[src/rtl/alu_flag_pipe.sv]
// Two-stage ALU pipeline with valid/ready handshaking and stored carry/zero flags.
// Define ALU_OVERFLOW_FLAG_EN to add the stored signed-overflow flag output v_flag.
module alu_flag_pipe #(
  parameter int unsigned WIDTH = 16
) (
  input  logic             clk,
  input  logic             rst_n,
  input  logic             in_valid,
  output logic             in_ready,
  input  logic [WIDTH-1:0] a,
  input  logic [WIDTH-1:0] b,
  input  logic [2:0]       op,
  input  logic             flag_clr,
  output logic             out_valid,
  input  logic             out_ready,
  output logic [WIDTH-1:0] result,
  output logic             c_flag,
`ifdef ALU_OVERFLOW_FLAG_EN
  output logic             v_flag,
`endif
  output logic             z_flag
);

  typedef enum logic [2:0] {
    OP_ADD  = 3'b000,
    OP_ADC  = 3'b001,
    OP_NAND = 3'b010,
    OP_SUB  = 3'b011,
    OP_PASS = 3'b100
  } op_e;

  logic             s1_valid;
  logic [WIDTH-1:0] s1_a;
  logic [WIDTH-1:0] s1_b;
  op_e              s1_op;

  logic             adv;
  logic             accept;
  logic             xfer;

  logic [WIDTH-1:0] b_eff;
  logic             cin;
  logic             is_arith;
  logic             upd_z;
  logic [WIDTH:0]   sum;
  logic [WIDTH-1:0] alu_res;

  assign adv      = ~out_valid | out_ready;
  assign in_ready = ~s1_valid | adv;
  assign accept   = in_valid & in_ready;
  assign xfer     = s1_valid & adv;

  // ADC reads the live c_flag: a flag committed on the previous edge is already visible here.
  always_comb begin
    b_eff    = s1_b;
    cin      = 1'b0;
    is_arith = 1'b0;
    upd_z    = 1'b0;
    alu_res  = '0;
    case (s1_op)
      OP_ADD: is_arith = 1'b1;
      OP_ADC: begin
        is_arith = 1'b1;
        cin      = c_flag;
      end
      OP_SUB: begin
        is_arith = 1'b1;
        b_eff    = ~s1_b;
        cin      = 1'b1;
      end
      default: ;
    endcase
    sum = {1'b0, s1_a} + {1'b0, b_eff} + {{WIDTH{1'b0}}, cin};
    case (s1_op)
      OP_ADD, OP_ADC, OP_SUB: alu_res = sum[WIDTH-1:0];
      OP_NAND:                alu_res = ~(s1_a & s1_b);
      OP_PASS:                alu_res = s1_a;
      default:                alu_res = '0;
    endcase
    upd_z = is_arith | (s1_op == OP_NAND);
  end

  always_ff @(posedge clk or negedge rst_n) begin
    if (!rst_n) begin
      s1_valid <= 1'b0;
      s1_a     <= '0;
      s1_b     <= '0;
      s1_op    <= OP_ADD;
    end else if (accept) begin
      s1_valid <= 1'b1;
      s1_a     <= a;
      s1_b     <= b;
      s1_op    <= op_e'(op);
    end else if (xfer) begin
      s1_valid <= 1'b0;
    end
  end

  always_ff @(posedge clk or negedge rst_n) begin
    if (!rst_n) begin
      out_valid <= 1'b0;
      result    <= '0;
    end else if (xfer) begin
      out_valid <= 1'b1;
      result    <= alu_res;
    end else if (out_ready) begin
      out_valid <= 1'b0;
    end
  end

  // Flag clear takes priority over a commit; the result still moves into stage 2.
  always_ff @(posedge clk or negedge rst_n) begin
    if (!rst_n) begin
      c_flag <= 1'b0;
      z_flag <= 1'b0;
    end else if (flag_clr) begin
      c_flag <= 1'b0;
      z_flag <= 1'b0;
    end else if (xfer) begin
      if (is_arith) c_flag <= sum[WIDTH];
      if (upd_z)    z_flag <= ~|alu_res;
    end
  end

`ifdef ALU_OVERFLOW_FLAG_EN
  logic v_new;
  assign v_new = (s1_a[WIDTH-1] == b_eff[WIDTH-1]) & (sum[WIDTH-1] != s1_a[WIDTH-1]);

  always_ff @(posedge clk or negedge rst_n) begin
    if (!rst_n) begin
      v_flag <= 1'b0;
    end else if (flag_clr) begin
      v_flag <= 1'b0;
    end else if (xfer && is_arith) begin
      v_flag <= v_new;
    end
  end
`endif

endmodule

[config.mk]
export PLATFORM = sky130hd
export DESIGN_NAME = alu_flag_pipe
export DESIGN_NICKNAME = d
export VERILOG_FILES = /design/src/rtl/alu_flag_pipe.sv
export SDC_FILE = /design/constraint.sdc
export NUM_CORES = 1
export LEC_CHECK = 0
export ABC_CLOCK_PERIOD_IN_PS = 5200
export CAP_MARGIN = 0
export CORE_MARGIN = 2
export CORE_UTILIZATION = 35
export DETAILED_ROUTE_END_ITERATION = 12
export PLACE_DENSITY_LB_ADDON = 0.05
export RECOVER_POWER = 100
export SLEW_MARGIN = 25
export SYNTH_ARGS = -nofsm -noshare
export SYNTH_HDL_FRONTEND = slang
export SYNTH_SLANG_ARGS = --single-unit
[constraint.sdc]
create_clock -name clk -period 5.2 [get_ports clk]
set_input_delay 1.04 -clock clk [delete_from_list [all_inputs] [get_ports clk]]
set_output_delay 1.04 -clock clk [all_outputs]
set_load 0.05 [all_outputs]
After elaboration in Yosys (flattened, before gate mapping) --
Index checks and enable logic that the tools add are counted.
Cells by class: add/sub/neg operators 2, eq/ne operators 4, muxes and demuxes 14, bitwise logic cells 10, reductions and logical operators 11
Operators by type and width (number):
- one-hot mux 16 bit (3 select lines) | 1
- inverter 16 bit | 2
- adder 16 x 16 -> 17 bit | 1
- adder 17 x 1 -> 17 bit | 1
- bitwise AND 16 bit | 1
- two-way mux 16 bit | 1
- OR reduction 16 bit | 1
- two-way mux 1 bit | 11
- nonzero test 2 bit | 5
- equality test 3 x 2 -> 1 bit, second input constant | 2
- AND reduction 2 bit | 2
- equality test 3 x 1 -> 1 bit, second input constant | 1
- equality test 3 bit, second input constant | 1
- logical NOT 3 bit | 1
- OR 1 bit | 3
- OR reduction 3 bit | 1
- bitwise AND 1 bit | 2
- inverter 1 bit | 2
- one-hot mux 1 bit (2 select lines) | 1
- logical NOT 1 bit | 1
Storage, ports and cells: flip-flop bits (word level) 55, output and inout port bits 20

Longest topological paths before layout --
Gate-level depths: netlist of run 1.
depth after elaboration 10, gate-level depth with buffers 16

Worst setup path after synthesis of run 1 --
Ideal clock, no wire load.
path type reg2reg, from register s1_op[0], to register z_flag, setup time 0.092 ns, arrival time 3.760 ns, data required time 5.108 ns, path slack 1.349 ns, stages on the path, launching flop included 16, path buffers 4, path through dfrtp_1 > clkbuf_1 > clkbuf_1 > nand3b_1 > clkbuf_1 > clkbuf_1 > xnor2_1 > ha_1 > a211o_1 > a211oi_2 > a221oi_2 > o311a_1 > or3_1 > a31oi_2 > nand4_1 > o31ai_2
Between the ends: word-level cells in the longest chain between the ends 10, elaborated cells between the ends (all ways) 20, those cells by class add/sub (2); eq/ne (4); mux (7); bitwise (1); reduce/logical (6)
RTL lines:
- from (decl) | line 35 | op_e s1_op;
- from (signal assigned) | line 93 | s1_op <= op_e'(op);
- equality test 3 x 2 -> 1 bit | line 60, 74
- two-way mux 16 bit | line 60 | case (s1_op)
- adder 16 x 16 -> 17 bit | line 73 | sum = {1'b0, s1_a} + {1'b0, b_eff} + {{WIDTH{1'b0}}, cin};
- adder 17 x 1 -> 17 bit | line 73
- one-hot mux 16 bit (3 select lines) | line 74 | case (s1_op)
- OR reduction 16 bit | line 121 | if (upd_z) z_flag <= ~|alu_res;
- logical NOT 1 bit | line 121
- two-way mux 1 bit | line 121
- two-way mux 1 bit | line 119 | end else if (xfer) begin
- two-way mux 1 bit | line 116 | end else if (flag_clr) begin
- to (signal assigned) | line 121
- to (decl) | line 21 | output logic z_flag
Several ways; a longest one is shown, not always the timed one. The select of a mux whose other input is x is not followed. A chain may end at the register's enable or synchronous reset.

Final worst setup path of run 1 --
from register s1_op[2], to register z_flag
Same word-level chain as after synthesis.

==> results of run 1 <==
-- report_power, final --
| group | leakage [nW] | switching [mW] | internal (mW) |
|---|---|---|---|
| clock | 0.0654 | 0.147 | 0.193 |
| combinational | 1.05 | 0.601 | 0.388 |
| sequential | 0.660 | 0.0755 | 0.521 |
| total | 1.78 | 0.823 | 1.10 |
-- per-layer routing --
layer / part of all wire (%) / up-vias
met2: 41 / 71
li1: - / 1365
met5: 0 / -
met1: 52 / 1337
met3: 5.2 / 9
met4: 1.5 / 0
-- placed cells by master (no fill, tap or decap), types with 4 or more instances in the layout --
master	Yosys	final
sky130_fd_sc_hd__xor2_1	5	5
sky130_fd_sc_hd__nand4_1	6	6
sky130_fd_sc_hd__clkdlybuf4s50_1	0	37
sky130_fd_sc_hd__a21oi_1	15	15
sky130_fd_sc_hd__nor2b_1	7	6
sky130_fd_sc_hd__ha_1	15	15
sky130_fd_sc_hd__o21ai_0	21	21
sky130_fd_sc_hd__xnor2_1	18	18
sky130_fd_sc_hd__nand2b_1	6	6
sky130_fd_sc_hd__nor3_1	4	4
sky130_fd_sc_hd__mux2_2	38	38
sky130_fd_sc_hd__a22oi_1	15	15
sky130_fd_sc_hd__nor2_1	15	15
sky130_fd_sc_hd__dfrtp_1	55	55
sky130_fd_sc_hd__clkbuf_8	0	5
sky130_fd_sc_hd__inv_1	9	9
sky130_fd_sc_hd__nand2_1	42	42
sky130_fd_sc_hd__dlygate4sd3_1	0	21
sky130_fd_sc_hd__a211oi_1	3	4
-- final cells by class --
type / count / area (um^2)
fillers: 1002 / 5360
multi-input cells: 266 / 1950
flip-flops and latches: 55 / 1380
repair buffers: 64 / 616
well taps: 133 / 166
clock buffers: 6 / 72.6
clock inverters: 2 / 60.1
inverters: 9 / 33.8
-- final timing paths --
| check | startpoint | end | slack (ns) |
|---|---|---|---|
| max | s1_op[2] | z_flag | 1.44 |
| max reg2reg | s1_op[2] | z_flag | 1.44 |
| min in group asynchronous | rst_n | c_flag | 1.78 |
| min | result[8] | result[8] | 0.48 |
| max in group asynchronous | rst_n | s1_b[12] | 1.77 |
| min reg2reg | result[8] | result[8] | 0.48 |
-- registers in the layout, summed over array words and instances (netlist names) --
| register | cells |
|---|---|
| result | 16 |
| s1_valid | 1 |
| s1_a | 16 |
| s1_op | 3 |
| c_flag | 1 |
| z_flag | 1 |
| s1_b | 16 |
| out_valid | 1 |
-- per-stage QoR --
step	cells	hold WS (ns)	area (um^2)	util [%]	total power, mW
2_1_floorplan	346	0.471	3440	-	1.33
3_3_place_gp	527	0.459	4170	43.3	1.62
3_5_place_dp	527	0.464	4170	43.3	1.63
4_1_cts	535	0.490	4300	44.6	1.97
5_1_grt	535	0.502	4280	44.4	2.06
6_report	535	0.477	4280	44.4	1.93
-- synthesized netlist by cell type (7+ instances only) --
cell type | n | share of area [%]
sky130_fd_sc_hd__dfrtp_1 | 55 | 40
sky130_fd_sc_hd__xnor2_1 | 18 | 4.6
sky130_fd_sc_hd__a21oi_1 | 15 | 2.2
sky130_fd_sc_hd__nor2b_1 | 7 | 1.3
sky130_fd_sc_hd__inv_1 | 9 | 0.98
sky130_fd_sc_hd__ha_1 | 15 | 5.5
sky130_fd_sc_hd__o21ai_0 | 21 | 3.1
sky130_fd_sc_hd__nand2_1 | 42 | 4.6
sky130_fd_sc_hd__mux2_2 | 38 | 12
sky130_fd_sc_hd__nor2_1 | 15 | 1.6
sky130_fd_sc_hd__a22oi_1 | 15 | 3.3
sky130_fd_sc_hd__clkbuf_1 | 14 | 1.5
-- cell families after synthesis --
group           Yosys count  synth area share [%]
compound gates           86                  17.5
xor+xnor                 23                  5.85
fa+ha+maj                17                  6.62
simple gates            100                  14.3
flops                    55                  40.0
buf+inv                  25                  2.76
mux                      40                  13.0
-- critical path, cell delays in order, from the launching register on --
cell and delay (ns):
sky130_fd_sc_hd__dfrtp_1 0.59, sky130_fd_sc_hd__nand3b_1 0.16, sky130_fd_sc_hd__buf_4 0.29, sky130_fd_sc_hd__xnor2_1 0.13, sky130_fd_sc_hd__fa_1 0.45, sky130_fd_sc_hd__a21o_1 0.21, sky130_fd_sc_hd__a211oi_1 0.36, sky130_fd_sc_hd__a221oi_1 0.22
sky130_fd_sc_hd__o311a_1 0.39, sky130_fd_sc_hd__or3_1 0.31, sky130_fd_sc_hd__a31oi_1 0.23, sky130_fd_sc_hd__nand4_1 0.12, sky130_fd_sc_hd__o31ai_2 0.20
==> summary.txt, run 1 <==
Floorplanning
  – Area inside the core boundary: 9640 um^2
  – Die Ht: slightly above 100 um
  – I/O pin count: 60
  – # rows: 36
  – Die outline width: between 100 and 150 um
  – Die area: ~11000 um^2
  – Initial core utilization: 35.7%

Clocking
  – CTS H-tree lvls: 2
  – Clock tree from TritonCTS: built
  – Hold Buf Count CTS: 0
  – Clock sink total: 55
  – Clock transition at path regs: approximately 0.11 ns
  – Clk root buf: sky130_fd_sc_hd__clkbuf_8
  – Number of clock buffers inserted by TritonCTS: 5
  – Post-CTS Resized: 0
  – CTS max path bufs: 2
  – Setup Buffers After CTS: 0
  – Clk_lat worst skew: approximately 0.32 ns

Route
  – Total DRC errors in the routed layout: 0
  – Vias per inst: between 5 and 6
  – Residual antenna-violating net count after detailed routing: 0
  – Vias after detailed routing: roughly 2800
  – Final WL: between 8000 and 9000 um
  – Total iterations of the first detailed-routing run: 4
  – Initial drt markers: about 120
  – Detailed-route wire length per cell: 15.4 um

Placement
  – Final weighted congestion of routability-driven global placement: 0.888
  – Detail Placement HPWL: 6090 um
  – Count of buffers from port buffering: between 50 and 60
  – Placement-stage worst setup slack: approximately 1.5 ns

Global route
  – Via count of the first global-routing pass: about 2600
  – Maximum number of pins on one net before global-route repair: 56
  – First-pass GRT wire length: approximately 13000 um
  – Fraction of met2 tracks used by global routing: between 20% and 30%
  – Remaining Overflow, GRT: 0
  – Number of antenna violations at the first check in global routing: 0
  – Combined global-route utilization of all metal layers: between 10% and 20%
  – GR met1 Demand/Resource: between 20 and 25%
  – Most Crowded Layer GR: met1
  – Met3 demand-to-capacity share in global routing: under 10%

Outcome
  – Violated checks: max-capacitance violations, max-slew violations
  – Status: finished, violations left

Logic synthesis
  – Synthesized flop and latch total: 55
  – Synth cell types: 53
  – Number of flops mapped to enable cells by yosys: 0
  – Proportion of synthesized chip area in sequential cells: 40.0%
  – Synthesis warning total: 0
  – Mean Syn Cell Area: 9.94 um^2
  – Most frequently used flop master after synthesis: sky130_fd_sc_hd__dfrtp_1
  – Synth Net Count: 403
  – Async SR Flop Fraction: 100%
  – Synthesized instance count: between 300 and 400
  – Post-synthesis cell area: 3440 um^2

Final layout
  – Ant diodes: 0
  – Layout Nets: about 460
  – Ratio of cells with drive above 1 in the final layout: 13.2%
  – Area growth from synthesis to layout: 24.4%

Timing
  – Max Transition Viols Final: 56
  – Period utilization: between 70% and 80%
  – Min Clock Period, post-route: between 3 and 4 ns
  – Final Setup Violations: 0
  – Clock skew after layout: 0.00928 ns
  – Number of hold violations in the final report: 0
  – Worst path setup slack after routing: 1.44 ns
  – Max frequency: approximately 270 MHz
  – Max-slew headroom: -96.9%
  – Setup TNS: 0 ns
  – Worst Tran Pin Value: between 2 and 3 ns
  – Setup repair after global routing missed its margin: false

Worst setup path
  – Register-to-Register Path Depth: 12
  – Category of the worst setup path launch point: register
  – Crit Path Class: reg -> reg
  – Data arrival, critical path: about 4.0 ns
  – Worst-path fanout max: 16
  – Endpoint class of the critical path: register
  – Required time of the critical path: 5.43 ns

Run
  – Number of max-cap violations: 1

Pwr
  – Total power divided by cell area: between 400 and 500 nW/um^2
  – Worst vdd ir: between 0.00015 and 0.0002 V
  – Static leakage: between 1.5 and 2 nW

Worst hold path
  – Worst Hold Class: reg -> reg
  – Hold depth: 2
(Power assumes the default switching activity.)
==> inputs of run 2 (changes only) <==
--- a/config.mk
+++ b/config.mk
@@ -5,7 +5,7 @@
 export SDC_FILE = /design/constraint.sdc
 export NUM_CORES = 1
 export LEC_CHECK = 0
-export ABC_CLOCK_PERIOD_IN_PS = 5200
+export ABC_CLOCK_PERIOD_IN_PS = 3160
 export CAP_MARGIN = 0
 export CORE_MARGIN = 2
 export CORE_UTILIZATION = 35
==> constraint.sdc (replaced) <==
create_clock -name clk -period 3.16 [get_ports clk]
set_input_delay 0.632 -clock clk [delete_from_list [all_inputs] [get_ports clk]]
set_output_delay 0.632 -clock clk [all_outputs]
set_load 0.05 [all_outputs]
==> run 2 against run 1 <==
- the run ends with negative setup slack left
- worst setup slack lost 1.6 ns
- routed wire length grew 4.3%
- combinational power grew 92%
- clock skew is essentially flat
- sequential share of layout area shrank 2.6 points
- largest power group unchanged
- highest routed layer unchanged
==> summary.txt, run 2 (synthesis gave the netlist of run 1 again) <==
Floorplanning
  – I/O pin count: 60 (unchanged)
  – Area inside the core boundary: 9640 um^2 (unchanged)
  – Die area: 10600 um^2 (unchanged)
  – # rows: 36 (unchanged)
  – Initial core utilization: 35.7% (unchanged)
  – Die outline width: 103 um (unchanged)
  – Die Ht: 103 um (unchanged)

Global route
  – First-pass GRT wire length: 13900 um (+3.3%)
  – Maximum number of pins on one net before global-route repair: 56 (unchanged)
  – Combined global-route utilization of all metal layers: 16.7% (+0.65 points)
  – Remaining Overflow, GRT: 0 (unchanged)
  – Via count of the first global-routing pass: 2694 (+3.3%)
  – Number of antenna violations at the first check in global routing: 0 (unchanged)

Worst setup path
  – Required time of the critical path: 3.39 ns (-2.04 ns)
  – CP cell instances: nand3b_1, buf_6, buf_12, xnor2_1, ha_1, buf_4, o211a_1, o21ai_1, a221oi_2, mux2_2, o211ai_1, nor4_2, nand4_1, o31ai_2
  – Endpoint class of the critical path: register
  – Worst-path fanout max: 9 (-7)
  – Buffers and inverters on the worst path: 3 (+2)
  – Largest stage delay, worst path: 0.41 ns (-0.18 ns)
  – Data arrival, critical path: 3.50 ns (-0.49 ns)
  – Category of the worst setup path launch point: register
  – Crit Path Class: reg -> reg
  – Cell at the slowest stage of the critical path: sky130_fd_sc_hd__a221oi_2
  – Family of cells with the greatest summed delay on the critical path: compound AO/OA/AOI/OAI gates

Pwr
  – Static leakage: 1.95 nW (+9.9%)
  – Post-layout power: 3.42 mW (+78%)
  – Total power divided by cell area: 736 nW/um^2 (+64%)
  – Worst vdd ir: 0.000268 V (+63%)

Timing
  – Clock skew after layout: 0.00937 ns (+0.0000852 ns)
  – Min Clock Period, post-route: 3.27 ns (-0.486 ns)
  – Period utilization: 104% (+31 points)
  – Setup TNS: -0.114 ns (-0.114 ns)
  – Number of hold violations in the final report: 0 (unchanged)
  – Worst path setup slack after routing: -0.114 ns (-1.55 ns)
  – Setup repair after global routing missed its margin: true
  – Worst Tran Pin Value: 1.37 ns (-1.58 ns)
  – Final Setup Violations: 1 (+1)
  – Max Transition Viols Final: 0 (-100%)
  – Max-slew headroom: 8.47% (+110 points)
  – Max frequency: 305 MHz (+15%)
  – Worst hold margin: 0.476 ns (-0.000521 ns)

Final layout
  – Ratio of cells with drive above 1 in the final layout: 24.7% (+12 points)
  – Most common library cell in the layout ignoring fill and taps: sky130_fd_sc_hd__dfrtp_1
  – Multi-input logic area: 2070 um^2 (+6.0%)
  – Layout Nets: 489 (+6.8%)
  – Reg area: 1380 um^2 (unchanged)
  – Commonest non-fill, non-tap cells in the layout: sky130_fd_sc_hd__dfrtp_1, sky130_fd_sc_hd__nand2_1, sky130_fd_sc_hd__mux2_2
  – Filler Cell Count: 933 (-6.9%)
  – Ant diodes: 0 (unchanged)
  – Area growth from synthesis to layout: 35.1%
  – Registers with the highest flip-flop counts: result: 16 flops, s1_a: 16 flops, s1_b: 16 flops

Clocking
  – Clk root buf: sky130_fd_sc_hd__clkbuf_8
  – Clk_lat worst skew: 0.31 ns (about the same)
  – CTS max path bufs: 2 (unchanged)
  – Hold Buf Count CTS: 0 (unchanged)
  – Clock transition at path regs: 0.10 ns (about the same)
  – Clock sink total: 55 (unchanged)
  – CTS H-tree lvls: 2 (unchanged)
  – Number of clock buffers inserted by TritonCTS: 5 (unchanged)
  – Clock tree from TritonCTS: built

Route
  – Vias after detailed routing: 2884 (+3.7%)
  – Total DRC errors in the routed layout: 0 (unchanged)
  – Residual antenna-violating net count after detailed routing: 0 (unchanged)
  – Detailed-route wire length per cell: 15.2 um (-1.5%)
  – Initial drt markers: 137 (+10%)
  – Final WL: 8620 um (+4.3%)
  – Vias per inst: 5.10 (-2.0%)
  – Total iterations of the first detailed-routing run: 4 (unchanged)

Outcome
  – Violated checks: negative setup slack
  – Status: finished, violations left

Placement
  – Count of buffers from port buffering: 59 (unchanged)
  – Placement-stage worst setup slack: -0.137 ns (-1.66 ns)
  – Final weighted congestion of routability-driven global placement: 0.915 (+3.0%)
  – Detail Placement HPWL: 6350 um (+4.2%)

Worst hold path
  – Worst Hold Class: reg -> reg

Run
  – Number of max-cap violations: 0 (-1)
==> run 2: where the power goes <==
| group | internal [mW] | switching (mW) | leakage, nW |
|---|---|---|---|
| logic | 0.811 | 1.09 | 1.23 |
| clock network | 0.317 | 0.236 | 0.0654 |
| registers | 0.858 | 0.114 | 0.660 |
| total | 1.99 | 1.44 | 1.95 |
==> run 2: area by class of cell <==
cell class | count | share of cell area, %
inverter | 9 | 0.727
clock inverter | 2 | 1.29
sequential | 55 | 29.6
clock buffer | 6 | 1.56
tap | 133 | 3.58
multi-input combinational | 266 | 44.6
timing repair buffer | 95 | 18.7
==> run 2: metal layers <==
| layer | vias to the layer above | routed length, um | global-route usage (%) |
|---|---|---|---|
| li1 | 1427 | - | - |
| met4 | 0 | 62 | 3.14 |
| met1 | 1379 | 4320 | 25.8 |
| met3 | 6 | 358 | 2.51 |
| met2 | 72 | 3880 | 25.0 |
| met5 | - | 0 | 0 |
==> run 2: timing repair <==
| action | 4_1_cts | 5_1_grt |
|---|---|---|
| pin swaps | 9 | 14 |
| buffers inserted | 3 | 5 |
| endpoints found under the hold margin | 0 | 0 |
| endpoints found under the setup margin | 3 | 5 |
| resized for setup | 6 | 12 |
==> run 2: path summary, 6_finish.rpt <==
| kind | from | endpoint | slack [ns] | depth (start not counted) |
|---|---|---|---|---|
| setup / recovery | s1_op[2] | z_flag | -0.11 | 14 |
| hold / removal | result[9] | result[9] | 0.48 | 2 |
| setup reg to reg | s1_op[2] | z_flag | -0.11 | 14 |
| hold reg to reg | result[9] | result[9] | 0.48 | 2 |
| max in group asynchronous | rst_n | s1_a[11] | 1.62 | 2 |
| min in group asynchronous | rst_n | s1_b[1] | 0.72 | 2 |
==> run 2: per-stage QoR <==
step | cell area [um^2] | utilization (%) | std cells
detailed placement | 4390 | 45.5 | 550
global route | 4650 | 48.2 | 566
floorplan | 3530 | - | 346
finish | 4650 | 48.2 | 566
global placement | 4390 | 45.5 | 550
CTS | 4560 | 47.3 | 561
==> run 2: tightest hold or removal path, delay by kind of cell, from the launching register on <==
kind | cells | cell delay [ns]
flip-flops | 1 | 0.35
AND/OR/NAND/NOR | 2 | 0.10
